<file path="src/rtl/regfile_access_ctrl_if.sv">
// regfile_access_ctrl_if: core request/response and register-file port bundle
interface regfile_access_ctrl_if #(parameter int ADDR_W = 3, parameter int DATA_W = 8);
  logic              rd_req_valid;
  logic              rd_req_ready;
  logic [ADDR_W-1:0] rs1_addr_in;
  logic [ADDR_W-1:0] rs2_addr_in;
  logic              rd_resp_valid;
  logic [DATA_W-1:0] rs1_out;
  logic [DATA_W-1:0] rs2_out;
  logic              wb_valid;
  logic              wb_ready;
  logic [ADDR_W-1:0] wb_addr;
  logic [2*DATA_W-1:0] wb_data;
  logic              wb_wide;
  logic              wb_done;
  logic [ADDR_W-1:0] rf_rs1_addr;
  logic [ADDR_W-1:0] rf_rs2_addr;
  logic [ADDR_W-1:0] rf_rd_addr;
  logic [DATA_W-1:0] rf_rd_data;
  logic              rf_r_w;
  logic              rf_input_length;
  logic [DATA_W-1:0] rf_rs1_data;
  logic [DATA_W-1:0] rf_rs2_data;
  modport master (
    output rd_req_valid, rs1_addr_in, rs2_addr_in, wb_valid, wb_addr, wb_data, wb_wide,
           rf_rs1_data, rf_rs2_data,
    input  rd_req_ready, rd_resp_valid, rs1_out, rs2_out, wb_ready, wb_done,
           rf_rs1_addr, rf_rs2_addr, rf_rd_addr, rf_rd_data, rf_r_w, rf_input_length
  );
  modport slave (
    input  rd_req_valid, rs1_addr_in, rs2_addr_in, wb_valid, wb_addr, wb_data, wb_wide,
           rf_rs1_data, rf_rs2_data,
    output rd_req_ready, rd_resp_valid, rs1_out, rs2_out, wb_ready, wb_done,
           rf_rs1_addr, rf_rs2_addr, rf_rd_addr, rf_rd_data, rf_r_w, rf_input_length
  );
endinterface

</file>
<file path="src/rtl/regfile_access_ctrl.sv">
// regfile_access_ctrl: sequences operand reads and byte-split writebacks onto a level-sensitive register file
module regfile_access_ctrl #(
  parameter int ADDR_W = 3,
  parameter int DATA_W = 8
) (
  input logic clk,
  input logic reset,
  regfile_access_ctrl_if.slave bus
);
  typedef enum logic [2:0] {IDLE, RD, WSETUP, WSTROBE, WHOLD} state_t;
  state_t state, state_n;
  logic pend, pend_n, resp_n, done_n, wb_acc, rd_acc;
  logic [ADDR_W-1:0] pend_addr, pend_addr_n, rd_addr_n, rs1_addr_n, rs2_addr_n;
  logic [DATA_W-1:0] pend_data, pend_data_n, rd_data_n;
  assign bus.wb_ready = state == IDLE && reset;
  assign bus.rd_req_ready = bus.wb_ready && !bus.wb_valid;
  assign bus.rf_input_length = 1'b0;
  assign wb_acc = bus.wb_valid && bus.wb_ready;
  assign rd_acc = bus.rd_req_valid && bus.rd_req_ready;
  always_comb begin
    state_n = state;
    pend_n = pend;
    pend_addr_n = pend_addr;
    pend_data_n = pend_data;
    rd_addr_n = bus.rf_rd_addr;
    rd_data_n = bus.rf_rd_data;
    rs1_addr_n = bus.rf_rs1_addr;
    rs2_addr_n = bus.rf_rs2_addr;
    resp_n = 1'b0;
    done_n = 1'b0;
    case (state)
      IDLE: begin
        if (wb_acc) begin
          state_n = WSETUP;
          rd_addr_n = bus.wb_addr;
          rd_data_n = bus.wb_wide ? bus.wb_data[2*DATA_W-1:DATA_W] : bus.wb_data[DATA_W-1:0];
          pend_n = bus.wb_wide;
          pend_addr_n = bus.wb_addr + ADDR_W'(1);
          pend_data_n = bus.wb_data[DATA_W-1:0];
        end else if (rd_acc) begin
          state_n = RD;
          rs1_addr_n = bus.rs1_addr_in;
          rs2_addr_n = bus.rs2_addr_in;
        end
      end
      RD: begin
        state_n = IDLE;
        resp_n = 1'b1;
      end
      WSETUP: state_n = WSTROBE;
      WSTROBE: state_n = WHOLD;
      WHOLD: begin
        state_n = pend ? WSETUP : IDLE;
        done_n = !pend;
        rd_addr_n = pend ? pend_addr : bus.rf_rd_addr;
        rd_data_n = pend ? pend_data : bus.rf_rd_data;
        pend_n = 1'b0;
      end
      default: state_n = IDLE;
    endcase
  end
  // r_w is registered from the next state so the strobe never glitches
  always_ff @(posedge clk or negedge reset) begin
    if (!reset) begin
      state <= IDLE;
      pend <= 1'b0;
      pend_addr <= '0;
      pend_data <= '0;
      bus.rf_rs1_addr <= '0;
      bus.rf_rs2_addr <= '0;
      bus.rf_rd_addr <= '0;
      bus.rf_rd_data <= '0;
      bus.rf_r_w <= 1'b1;
      bus.rs1_out <= '0;
      bus.rs2_out <= '0;
      bus.rd_resp_valid <= 1'b0;
      bus.wb_done <= 1'b0;
    end else begin
      state <= state_n;
      pend <= pend_n;
      pend_addr <= pend_addr_n;
      pend_data <= pend_data_n;
      bus.rf_rs1_addr <= rs1_addr_n;
      bus.rf_rs2_addr <= rs2_addr_n;
      bus.rf_rd_addr <= rd_addr_n;
      bus.rf_rd_data <= rd_data_n;
      bus.rf_r_w <= state_n != WSTROBE;
      bus.rs1_out <= state == RD ? bus.rf_rs1_data : bus.rs1_out;
      bus.rs2_out <= state == RD ? bus.rf_rs2_data : bus.rs2_out;
      bus.rd_resp_valid <= resp_n;
      bus.wb_done <= done_n;
    end
  end
endmodule
</file>
<file path="src/flat_wrapper.sv">
// flat-port wrapper written by rule: the top's interface ports become plain ports
module regfile_access_ctrl_flat 
#(
  parameter int ADDR_W = 3,
  parameter int DATA_W = 8
)
  (clk, reset, bus_rd_req_valid, bus_rs1_addr_in, bus_rs2_addr_in, bus_wb_valid, bus_wb_addr, bus_wb_data, bus_wb_wide, bus_rf_rs1_data, bus_rf_rs2_data, bus_rd_req_ready, bus_rd_resp_valid, bus_rs1_out, bus_rs2_out, bus_wb_ready, bus_wb_done, bus_rf_rs1_addr, bus_rf_rs2_addr, bus_rf_rd_addr, bus_rf_rd_data, bus_rf_r_w, bus_rf_input_length);
  regfile_access_ctrl_if #(.ADDR_W(ADDR_W), .DATA_W(DATA_W)) bus_i ();
  input logic clk;
  input logic reset;
  input wire logic [$bits(bus_i.rd_req_valid)-1:0] bus_rd_req_valid;
  input wire logic [$bits(bus_i.rs1_addr_in)-1:0] bus_rs1_addr_in;
  input wire logic [$bits(bus_i.rs2_addr_in)-1:0] bus_rs2_addr_in;
  input wire logic [$bits(bus_i.wb_valid)-1:0] bus_wb_valid;
  input wire logic [$bits(bus_i.wb_addr)-1:0] bus_wb_addr;
  input wire logic [$bits(bus_i.wb_data)-1:0] bus_wb_data;
  input wire logic [$bits(bus_i.wb_wide)-1:0] bus_wb_wide;
  input wire logic [$bits(bus_i.rf_rs1_data)-1:0] bus_rf_rs1_data;
  input wire logic [$bits(bus_i.rf_rs2_data)-1:0] bus_rf_rs2_data;
  output wire logic [$bits(bus_i.rd_req_ready)-1:0] bus_rd_req_ready;
  output wire logic [$bits(bus_i.rd_resp_valid)-1:0] bus_rd_resp_valid;
  output wire logic [$bits(bus_i.rs1_out)-1:0] bus_rs1_out;
  output wire logic [$bits(bus_i.rs2_out)-1:0] bus_rs2_out;
  output wire logic [$bits(bus_i.wb_ready)-1:0] bus_wb_ready;
  output wire logic [$bits(bus_i.wb_done)-1:0] bus_wb_done;
  output wire logic [$bits(bus_i.rf_rs1_addr)-1:0] bus_rf_rs1_addr;
  output wire logic [$bits(bus_i.rf_rs2_addr)-1:0] bus_rf_rs2_addr;
  output wire logic [$bits(bus_i.rf_rd_addr)-1:0] bus_rf_rd_addr;
  output wire logic [$bits(bus_i.rf_rd_data)-1:0] bus_rf_rd_data;
  output wire logic [$bits(bus_i.rf_r_w)-1:0] bus_rf_r_w;
  output wire logic [$bits(bus_i.rf_input_length)-1:0] bus_rf_input_length;
  assign bus_i.rd_req_valid = bus_rd_req_valid;
  assign bus_i.rs1_addr_in = bus_rs1_addr_in;
  assign bus_i.rs2_addr_in = bus_rs2_addr_in;
  assign bus_i.wb_valid = bus_wb_valid;
  assign bus_i.wb_addr = bus_wb_addr;
  assign bus_i.wb_data = bus_wb_data;
  assign bus_i.wb_wide = bus_wb_wide;
  assign bus_i.rf_rs1_data = bus_rf_rs1_data;
  assign bus_i.rf_rs2_data = bus_rf_rs2_data;
  assign bus_rd_req_ready = bus_i.rd_req_ready;
  assign bus_rd_resp_valid = bus_i.rd_resp_valid;
  assign bus_rs1_out = bus_i.rs1_out;
  assign bus_rs2_out = bus_i.rs2_out;
  assign bus_wb_ready = bus_i.wb_ready;
  assign bus_wb_done = bus_i.wb_done;
  assign bus_rf_rs1_addr = bus_i.rf_rs1_addr;
  assign bus_rf_rs2_addr = bus_i.rf_rs2_addr;
  assign bus_rf_rd_addr = bus_i.rf_rd_addr;
  assign bus_rf_rd_data = bus_i.rf_rd_data;
  assign bus_rf_r_w = bus_i.rf_r_w;
  assign bus_rf_input_length = bus_i.rf_input_length;
  regfile_access_ctrl #(.ADDR_W(ADDR_W), .DATA_W(DATA_W)) u_core (.clk(clk), .reset(reset), .bus(bus_i));
endmodule
</file>
<file path="config.mk">
export PLATFORM = sky130hd
export DESIGN_NAME = regfile_access_ctrl_flat
export DESIGN_NICKNAME = d
export VERILOG_FILES = /design/src/rtl/regfile_access_ctrl_if.sv /design/src/rtl/regfile_access_ctrl.sv /design/src/flat_wrapper.sv
export SDC_FILE = /design/constraint.sdc
export NUM_CORES = 1
export LEC_CHECK = 0
export ABC_AREA = 1
export CAP_MARGIN = 20
export CORE_MARGIN = 2
export CORE_UTILIZATION = 40
export CTS_CLUSTER_SIZE = 14
export DETAILED_ROUTE_END_ITERATION = 8
export PLACE_DENSITY = 0.76
export SYNTH_ARGS = -nofsm -noshare
export SYNTH_HDL_FRONTEND = slang
export SYNTH_SLANG_ARGS = --single-unit
</file>
<file path="constraint.sdc">
create_clock -name clk -period 1.2 [get_ports clk]
set_clock_uncertainty 0.05 [all_clocks]
set_input_delay 0.36 -clock clk [delete_from_list [all_inputs] [get_ports clk]]
set_output_delay 0.36 -clock clk [all_outputs]
set_load 0.02 [all_outputs]
</file>
==> out/results.ini, run 1 <==
[sta]
worstMarginPinSlew_ns = 0.536
setup_violations = 72
fmax_ghz = 0.637
final-hold-violation-count = 0
period_needed_ns = 1.57
relSlewSlack = 0.642
fin_crit_sh = 1.31
rsz0062_at_grt = yes
layout_setup_ws_ns = -0.370
maxSlewViolCount = 0
whs_ns = 0.111

[worst_setup_path]
reg2reg_slack_ns = -0.22
worstPathMaxFanout = 2
end_kind = output pin
crit_type = reg -> out
reg2reg_from = u_core.state[1]
required_ns = 0.79
critPathArrivalTime_ns = 1.16
worstSetupStartpointType = register
r2r_cells = 7
r2r-end = u_core.pend_data[6]

[clocking]
path_clk_slew_ns = 0.10
clk_latency_ns = 0.30
cts_tree = yes
clockBufferDepth = 2
cts_buffers = 5
clock-root-buffer = clkbuf_8
cts.sinks = 51
htree_levels = 2

[logic_synthesis]
netlist_instances = 276
yosys.area.top_type = dfrtp_1
yosys.area.top_type_share = 0.528
yosys.area_share.xor_xnor = 0.00369
ys_seq_area_frac = 0.539
post_synth_num_cell_types = 24
synthMuxAreaShare = 0
synth_compound_area_frac = 0.0760
yosys_warnings = 0
ys_ff_latch = 51
synth_area_leaders = dfrtp_1, nand2_1, nand3_1
syn-cell-area_mm2 = 0.00237
syn_area_per_cell_um2 = 8.59
synth_fp_nets = 323
synth-simple-area-share = 0.291
synthAdderAreaFrac = 0.00528
synth_top_family_by_area = simple AND/OR/NAND/NOR gates

[global_routing]
grtUsageTotal = 0.190
grt_pass1_vias = 2238
grt-ovfl-total = 0
grt_pass1_wl_um = 9740
grt_max_degree = 40
grt_antenna_before_repair = 1

[floorplanning]
die_h_um = 81.0
ios = 85
coreArea_mm2 = 0.00582
rows = 28
start_util = 0.408
die_x_um = 81.0
fp.dieArea_mm2 = 0.00656

[placement]
dp_cells = 463
hpwl_um = 4140
place_ws_ns = -0.740
portBuffers = 83
place_congestion = 0.765

[power]
leakage_nw = 2.13
power_switching_mw = 3.62
combPwrFrac = 0.555
pwr-share-seq = 0.335
switching_share = 0.387
power_frac_clock = 0.110
power_density_mw_per_mm2 = 2310
power_mw = 9.36
ir_drop_mv = 1.36
p_int_mw = 5.74

[routing]
drc = 0
firstDrtPassIters = 4
drtIter0Drc = 81
dr_total_vias = 2265
vias_per_cell = 4.58
wirelength_um = 6200
detail_route.wl_per_cell_um = 12.5
antenna_left = 0

[layout]
layout_commonest_cell = nand2_1
stdcell_count = 495
area.growth.synth_to_final_pct = 71.2
final_cell_mix = nand2_1, dfrtp_1, buf_4
fin_nets = 465
layout-drive-gt1-share = 0.368
final_util = 0.698

[status]
status = finished, violations left
violations = setup timing

[worst_hold_path]
hp-class = in -> async

[run]
max_cap_viol_count = 0

## metal layers
layer,global-route usage,vias to the layer above,wire length (um)
met4,0.0644,0,93
met3,0.0311,6,259
met1,0.222,1064,2540
met5,0,-,0
li1,-,1139,-
met2,0.352,56,3300
## cells in the mapped netlist, drive strengths merged
library cell	n
xnor2	1
nand4	2
o21bai	6
buf	12
nor2	3
ha	1
inv	24
dfrtp	50
conb	1
nand3	23
dfstp	1
nand2	130
o21ai	21
nor3	1
## how the worst max path moves through the flow
stage	slack (ns)	cells past startpoint	start	to
final	-0.37	4	u_core.state[1]	bus_rd_req_ready
after global routing	-0.43	4	u_core.state[1]	bus_rd_req_ready
after CTS	-0.39	4	u_core.state[1]	bus_rd_req_ready
after detailed placement	-0.74	3	bus_wb_valid	bus_rd_req_ready
after global placement	-0.73	3	bus_wb_valid	bus_rd_req_ready
after floorplan	-0.15	3	u_core.state[1]	bus_rd_req_ready
## state kept, by name, indices dropped and copies added (netlist names), 3 cells and up
| name | flops |
|---|---|
| u_core.bus.rs1_out | 8 |
| u_core.bus.rf_rs1_addr | 3 |
| u_core.bus.rf_rd_data | 8 |
| u_core.bus.rs2_out | 8 |
| u_core.pend_data | 8 |
| u_core.bus.rf_rs2_addr | 3 |
| u_core.bus.rf_rd_addr | 3 |
| u_core.pend_addr | 3 |
| u_core.state | 3 |
## through the flow
step | TNS, ns | instance area, um2
finish | -7.40 | 4060
global route | -11.94 | 4060
CTS | -7.19 | 3960
detailed placement | -23.61 | 3590
global placement | -22.58 | 3590
floorplan | -0.878 | 2450
## power groups by stage
stage	logic (mW)	registers, mW	clock network, mW
3_3_place_gp	4.29	2.99	0
5_1_grt	5.66	3.20	1.13
3_5_place_dp	4.37	3.03	0
6_report	5.20	3.14	1.03
4_1_cts	4.95	3.12	1.05
2_1_floorplan	1.58	3.73	0
## layout make-up
cell class / count / area (um2)
Fill cell: 469 / 1760
Timing Repair Buffer: 147 / 1490
Sequential cell: 51 / 1280
Multi-Input combinational cell: 189 / 1000
Inverter: 24 / 103
Tap cell: 75 / 93.8
Clock buffer: 5 / 68.8
Clock inverter: 3 / 26.3
Antenna cell: 1 / 2.50
## kinds of logic after synthesis
| kind of cell | count (synthesis) |
|---|---|
| other | 1 |
| buffers and inverters | 36 |
| and+or+nand+nor | 159 |
| DFF | 51 |
| AOI/OAI and AO/OA | 27 |
| adders and majority gates | 1 |
| xor gates and xnor gates | 1 |
## critical path, cell delays in order (launching register included)
cell,delay [ns]
dfrtp_1,0.42
nor2_4,0.14
nand3_4,0.09
nor2_4,0.10
buf_6,0.12
## timing repair
item	in CTS	in global routing
setup endpoints to repair	86	96
setup buffers	14	8
cloned	2	1
pin swaps	4	4
hold endpoints to repair	11	0
resized for setup	245	15
hold buffers	1	0
No activity file was read; power rests on OpenSTA's default activity.
==> run 2, diff against run 1 <==
==> constraint.sdc (replaced) <==
create_clock -name clk -period 1.2 [get_ports clk]
set_clock_uncertainty 0.05 [all_clocks]
set_input_delay 0.24 -clock clk [delete_from_list [all_inputs] [get_ports clk]]
set_output_delay 0.24 -clock clk [all_outputs]
set_load 0.02 [all_outputs]
==> out/results.ini, run 2 (same netlist as run 1, synthesis figures left out) <==
[floorplanning]
ios = 85  ; unchanged
start_util = 0.408  ; unchanged
die_x_um = 81.0  ; unchanged
die_h_um = 81.0  ; unchanged
rows = 28  ; unchanged
coreArea_mm2 = 0.00582  ; unchanged
fp.dieArea_mm2 = 0.00656  ; unchanged

[sta]
whs_ns = 0.138  ; was 0.111 ns
worstMarginPinSlew_ns = 0.569  ; was 0.536 ns
relSlewSlack = 0.621  ; was 0.642
layout_setup_ws_ns = -0.306  ; was -0.370 ns
final-hold-violation-count = 0  ; unchanged
rsz0062_at_grt = yes  ; unchanged
maxSlewViolCount = 0  ; unchanged
setup_violations = 49  ; was 72
fin_crit_sh = 1.26  ; was 1.31
period_needed_ns = 1.51  ; was 1.57 ns
fmax_ghz = 0.664  ; was 0.637 GHz

[worst_setup_path]
crit_type = reg -> out  ; unchanged
worstPathMaxFanout = 2  ; unchanged
end_kind = output pin  ; unchanged
critPathArrivalTime_ns = 1.22  ; was 1.16 ns
worstSetupStartpointType = register  ; unchanged
required_ns = 0.91  ; was 0.79 ns

[layout]
layout-drive-gt1-share = 0.369  ; was 0.368
layout_commonest_cell = nand2_1  ; unchanged
diodes = 0  ; was 1
final_cell_mix = nand2_1, dfrtp_1, clkdlybuf4s50_1  ; was nand2_1, dfrtp_1, buf_4
stdcell_count = 484  ; was 495
design_area_mm2 = 0.00390  ; was 0.00406 mm2
area.growth.synth_to_final_pct = 64.3  ; was 71.2%
final_util = 0.670  ; was 0.698
fin_nets = 455  ; was 465

[clocking]
clk_latency_ns = 0.30  ; about the same
cts.sinks = 51  ; unchanged
cts_buffers = 5  ; unchanged
clockBufferDepth = 2  ; unchanged
clock-root-buffer = clkbuf_8  ; unchanged
path_clk_slew_ns = 0.10  ; about the same
cts_tree = yes  ; unchanged
htree_levels = 2  ; unchanged

[routing]
m1WireLength_um = 2710  ; was 2540 um
detail_route.wl_per_cell_um = 13.5  ; was 12.5 um
antenna_left = 0  ; unchanged
drtIter0Drc = 121  ; was 81
dr_wl_met2_um = 3370  ; was 3300 um
dr_total_vias = 2286  ; was 2265
highest_layer = met4  ; unchanged
drc = 0  ; unchanged
firstDrtPassIters = 4  ; unchanged
wl_met3_um = 332  ; was 259 um
vias_per_cell = 4.72  ; was 4.58
wirelength_um = 6530  ; was 6200 um

[run]
max_cap_viol_count = 0  ; unchanged

[power]
power_density_mw_per_mm2 = 2290  ; was 2310 mW/mm2
leakage_nw = 2.05  ; was 2.13 nW
power_mw = 8.92  ; was 9.36 mW
ir_drop_mv = 1.10  ; was 1.36 mV

[global_routing]
grt_max_degree = 46  ; was 40
grt-ovfl-total = 0  ; unchanged
grt_pass1_wl_um = 9270  ; was 9740 um
grt_pass1_vias = 2097  ; was 2238
grtUsageTotal = 0.183  ; was 0.190
grt_antenna_before_repair = 0  ; was 1

[placement]
hpwl_um = 4050  ; was 4140 um
dp_cells = 460  ; was 463
placed_area_mm2 = 0.00352  ; was 0.00359 mm2
place_congestion = 0.821  ; was 0.765
portBuffers = 83  ; unchanged

[status]
violations = setup timing  ; unchanged
status = finished, violations left  ; unchanged

[worst_hold_path]
hp-class = in -> async  ; unchanged

run 2: critical path, cell delays in order, from the launching register on:
cell and delay [ns]:
dfrtp_1 0.43, nor2_4 0.16, nand3_4 0.10, nor2_4 0.10, buf_6 0.12
run 2: worst paths after layout:
check / endpoint / from / cells after the start / slack (ns)
hold / removal: u_core.bus.rf_rd_addr[1] / reset / 3 / 0.14
setup / recovery: bus_rd_req_ready / u_core.state[1] / 4 / -0.31
max in group asynchronous: u_core.bus.rf_rs2_addr[0] / reset / 3 / 0.43
min in group clk: u_core.bus.rs2_out[6] / bus_rf_rs2_data[6] / 3 / 0.41
setup reg to reg: u_core.bus.rf_rd_data[6] / u_core.state[1] / 8 / -0.22
hold reg to reg: u_core.bus.rs1_out[3] / u_core.bus.rs1_out[3] / 2 / 0.43
run 2: routing by layer:
layer  global-route usage  vias to the layer above
met2                0.328                       66
met4               0.0508                        0
met5                    0                        -
li1                     -                     1125
met3               0.0333                        8
met1                0.225                     1087
run 2: through the flow:
| stage | worst slack [ns] | setup TNS, ns |
|---|---|---|
| global route | -0.384 | -11.18 |
| detailed placement | -0.507 | -16.37 |
| floorplan | -0.0270 | -0.488 |
| global placement | -0.493 | -15.01 |
| CTS | -0.285 | -6.41 |
| finish | -0.306 | -7.90 |
run 2: timing repair:
item	4_1_cts	5_1_grt
gates cloned	1	5
endpoints found under the setup margin	87	51
hold endpoints to repair	6	0
buffers inserted	6	3
gates resized for setup	170	49
hold buffers	1	0
pin swaps	2	10
run 2: power breakdown:
| part | internal (mW) | total (mW) | switching [mW] | leakage (nW) |
|---|---|---|---|---|
| Sequential | 2.53 | 3.08 | 0.548 | 0.633 |
| Combinational | 2.09 | 4.57 | 2.48 | 1.36 |
| Clock | 0.686 | 1.27 | 0.581 | 0.0618 |
| Total | 5.31 | 8.92 | 3.60 | 2.05 |
run 2: layout make-up:
cell class / instances / area (um2)
Sequential cell: 51 / 1280
Fill cell: 447 / 1920
Timing Repair Buffer: 135 / 1200
Clock inverter: 2 / 38.8
Multi-Input combinational cell: 191 / 1090
Tap cell: 75 / 93.8
Clock buffer: 6 / 82.6
Inverter: 24 / 108
==> run 3, diff against run 2 <==
- SLEW_MARGIN: unset -> 0
==> results of run 3 <==
Final layout, timing and power as in run 2 (identical DEF).
